===== src/rtl/mux_sel_pipe.sv =====
// mux_sel_pipe: registered NUM_IN-to-1 word selector with valid/ready output and 2-entry skid buffer
// Ports:
//   clk, rst_n             clock, asynchronous active-low reset
//   in_data [NUM_IN*WIDTH] flattened input words, word k at in_data[k*WIDTH +: WIDTH]
//   in_sel  [SEL_W]        index of the word to forward; >= NUM_IN falls back to DEFAULT_IDX
//   in_valid / in_ready    upstream handshake; in_ready is a pure function of state
//   out_data [WIDTH]       selected word, registered
//   out_sel_err            word was captured with an out-of-range select
//   out_valid / out_ready  downstream handshake
module mux_sel_pipe #(
  parameter int WIDTH = 5,
  parameter int NUM_IN = 2,
  parameter int DEFAULT_IDX = 0,
  localparam int SEL_W = $clog2(NUM_IN)
) (
  input  logic                    clk,
  input  logic                    rst_n,
  input  logic [NUM_IN*WIDTH-1:0] in_data,
  input  logic [SEL_W-1:0]        in_sel,
  input  logic                    in_valid,
  output logic                    in_ready,
  output logic [WIDTH-1:0]        out_data,
  output logic                    out_sel_err,
  output logic                    out_valid,
  input  logic                    out_ready
);
  localparam int NW = 1 << SEL_W;
  typedef enum logic [1:0] {EMPTY, ONE, TWO} state_t;
  state_t state, state_nx;
  logic [WIDTH-1:0] words [NW];
  logic [WIDTH-1:0] cap_data, skid_data;
  logic sel_err, skid_err, in_xfer, out_xfer, load_main, load_skid;
  // Pad the word table to the full select range so unused codes read the default word.
  for (genvar k = 0; k < NW; k++) begin : g_w
    assign words[k] = in_data[(k < NUM_IN ? k : DEFAULT_IDX)*WIDTH +: WIDTH];
  end
  // Widened by one bit so the compare stays well-formed when NUM_IN fills the select range.
  assign sel_err = {1'b0, in_sel} >= (SEL_W+1)'(NUM_IN);
  assign cap_data = words[in_sel];
  assign in_ready = state != TWO;
  assign out_valid = state != EMPTY;
  assign in_xfer = in_valid && in_ready;
  assign out_xfer = out_valid && out_ready;
  always_comb begin
    state_nx = state;
    load_main = 1'b0;
    load_skid = 1'b0;
    case (state)
      EMPTY: begin
        load_main = in_xfer;
        state_nx = in_xfer ? ONE : EMPTY;
      end
      ONE: begin
        load_main = in_xfer && out_xfer;
        load_skid = in_xfer && !out_xfer;
        state_nx = load_skid ? TWO : (!in_xfer && out_xfer) ? EMPTY : ONE;
      end
      TWO: begin
        load_main = out_xfer;
        state_nx = out_xfer ? ONE : TWO;
      end
      default: state_nx = EMPTY;
    endcase
  end
  always_ff @(posedge clk or negedge rst_n) begin
    if (!rst_n) state <= EMPTY;
    else state <= state_nx;
  end
  // In TWO the main register refills from the skid entry, otherwise from the live capture.
  always_ff @(posedge clk or negedge rst_n) begin
    if (!rst_n) begin
      out_data <= '0;
      out_sel_err <= 1'b0;
      skid_data <= '0;
      skid_err <= 1'b0;
    end else begin
      if (load_main) {out_sel_err, out_data} <= (state == TWO) ? {skid_err, skid_data} : {sel_err, cap_data};
      if (load_skid) {skid_err, skid_data} <= {sel_err, cap_data};
    end
  end
endmodule


===== config.mk =====
export PLATFORM = sky130hd
export DESIGN_NAME = mux_sel_pipe
export DESIGN_NICKNAME = d
export VERILOG_FILES = /design/src/rtl/mux_sel_pipe.sv
export SDC_FILE = /design/constraint.sdc
export NUM_CORES = 1
export LEC_CHECK = 0
export BUFFER_PORTS_ARGS = -buffer_cell sky130_fd_sc_hd__buf_2
export CORE_MARGIN = 1
export CORE_UTILIZATION = 51
export CTS_CLUSTER_DIAMETER = 40
export CTS_CLUSTER_SIZE = 10
export DETAILED_ROUTE_END_ITERATION = 16
export PLACE_DENSITY = 0.81
export SLEW_MARGIN = 20
export SYNTH_ARGS = -nofsm -noshare
export SYNTH_HDL_FRONTEND = slang
export SYNTH_SLANG_ARGS = --single-unit

===== constraint.sdc =====
create_clock -name clk -period 3.5 [get_ports clk]
set_input_delay 0.7 -clock clk [delete_from_list [all_inputs] [get_ports clk]]
set_output_delay 0.7 -clock clk [all_outputs]
set_load 0.02 [all_outputs]

==> results.json <==
{
  "area_growth_pct": 18.8,
  "synth_top_cell_by_area": "dfrtp_1",
  "status": "completed",
  "num_vias": 465,
  "synth_commonest_cells": "mux2_2 (13), dfrtp_1 (12), mux2_4 (4), mux2i_1 (3), o21ai_0 (3)",
  "setup_viol": 0,
  "rsz0062_at_grt": "false",
  "critPathLaunchType": "flip-flop",
  "powerDensity_nw_per_um2": 853,
  "path_class": "reg -> reg",
  "synthFlopType": "dfrtp_1",
  "maxSlewHeadroom": 0.669,
  "die_w_um": 38.7,
  "synth_top_area_share": 0.437,
  "post_cts_resized": 0,
  "synth_cell_type_count": 18,
  "min_period_over_period": 0.579,
  "cts_root_buffer": "clkbuf_4",
  "combPwrFrac": 0.466,
  "pwr-share-seq": 0.378,
  "cts_hold_buf": 0,
  "arrival_ps": 2190,
  "ios": 23,
  "syn_area_per_cell_um2": 13.0,
  "finalInstanceArea_um2": 816,
  "pwr-share-clk": 0.157,
  "grt_max_degree": 13,
  "syn-num-nets": 70,
  "drive_gt1_frac": 0.587,
  "p_leak_nw": 0.409,
  "fin_crit_ps": 2020,
  "worstMarginPinSlew_ps": 493,
  "die-height_um": 38.7,
  "fp-row-count": 12,
  "critPathRequiredTime_ps": 3660,
  "cts_made_buffers": 3,
  "min_path_type": "in -> async",
  "max_freq_mhz": 494,
  "vias_per_cell": 5.22,
  "yosysMostFrequentCell": "mux2_2",
  "p_sw_frac": 0.363,
  "synth_cells": 53,
  "n_antenna_cell": 0,
  "clockBufferDepth": 2,
  "clk_latency_ps": 270,
  "hold_viol": 0,
  "synth_area_um2": 687,
  "drc_errors": 0,
  "first_pass_iters": 2,
  "synth_edf_count": 0,
  "ir_worst_vdd_v": 0.000471,
  "drv_slew": 0,
  "finalSetupTns_ps": 0,
  "synth-seq-cells": 12,
  "intPower_w": 0.000443,
  "grt_overflow": 0,
  "fin_worst_skew_ps": 6.78,
  "wl_mm": 1.18,
  "clkSinkCount": 12,
  "start_util": 0.587,
  "ant_nets": 0,
  "post-cts-setup-buffers": 0,
  "num-nets-final": 93,
  "grt_pass1_vias": 444,
  "cp_max_fo": 8,
  "cts_tree": "yes",
  "design.core.area_um2": 1170,
  "dpl.hpwl_um": 906,
  "synthArstFlopShare": 1.00,
  "clk_pin_slew_ps": 80,
  "antenna_found_initial": 0,
  "place.gp.congestion": 0.722,
  "io_buffers": 21,
  "ys_warn_count": 0,
  "grt_usage": 0.193,
  "drv_cap": 0,
  "yosys-top-cells-area": "dfrtp_1 (44%), mux2_2 (21%), mux2_4 (8.7%)",
  "drt_iter0_drc": 1,
  "grt_pass1_wl_mm": 1.84,
  "synth-seq-area-share": 0.437,
  "die_area_um2": 1500,
  "h-tree-depth": 1,
  "placed_cell_area_um2": 779,
  "hold_slack_ps": 285,
  "p_sw_w": 0.000253,
  "cp-end-kind": "flip-flop",
  "wl_per_cell_um": 13.3
}
[metal layers]
metal,track usage,wire length [um],up-vias,part of all wire
met5,0,0,-,0
met3,0.0867,60,2,0.051
met1,0.227,585,221,0.49
met2,0.304,525,14,0.44
met4,0.0776,11,0,0.0093
li1,-,-,228,-
[stage by stage]
step                      std cells  utilization  total power [W]  setup WS, ps
after floorplan                  53            -         0.000523          1650
after global placement           85        0.666         0.000578          1480
after detailed placement         85        0.666         0.000591          1410
after CTS                        89        0.697         0.000701          1480
after global routing             89        0.697         0.000740          1380
final                            89        0.697         0.000696          1480
[registers in the layout, indices dropped and copies added, names as in the netlist]
signal     cells
skid_data      5
out_data       5
state          2
[power by group through the flow]
stage               clock [W]  combinational [W]  sequential, W
global placement            0           0.000317       0.000261
finish               0.000109           0.000324       0.000263
global route         0.000119           0.000351       0.000269
CTS                  0.000111           0.000327       0.000262
detailed placement          0           0.000327       0.000264
floorplan                   0           0.000238       0.000285
[layout make-up]
cell class                 count  area [um2]
multi-input combinational     36         349
fill                         100         355
clock buffer                   4        36.3
inverter                       2        7.51
tap                           14        17.5
timing repair buffer          21         105
sequential                    12         300
[final timing paths]
check | startpoint | end | slack, ps | cells after the start
max | state[0] | out_data[1] | 1480 | 6
min | rst_n | state[0] | 280 | 1
min reg2reg | skid_data[3] | skid_data[3] | 490 | 2
min in group clk | skid_data[3] | skid_data[3] | 490 | 2
max in group asynchronous | rst_n | skid_data[3] | 3000 | 1
max reg2reg | state[0] | out_data[1] | 1480 | 6
[kinds of logic after synthesis]
logic type / synth area share
muxes: 0.344
adders and majority gates: 0.0364
AOI/OAI and AO/OA: 0.0364
DFF: 0.437
other: 0.00546
and+or+nand+nor: 0.0856
buffers and inverters: 0.0547
[cell usage in the layout (no fill, tap or decap), types with 2 or more instances in the layout]
cell,netlist,routed
inv_1,2,2
nand3b_1,2,2
clkbuf_4,0,3
buf_2,0,21
mux2_2,13,13
mux2_4,4,4
and2_1,2,2
dfrtp_1,12,12
ha_1,2,2
mux2i_1,3,3
o21ai_0,3,3
[worst max-delay path, cell delays in order, from the launching register on]
cell and delay [ps]:
dfrtp_1 480, nand2b_4 250, and2_1 170, ha_1 140, mux2i_1 60, o21ai_1 410, mux2_2 400
Power figures use the tool's default switching activity.
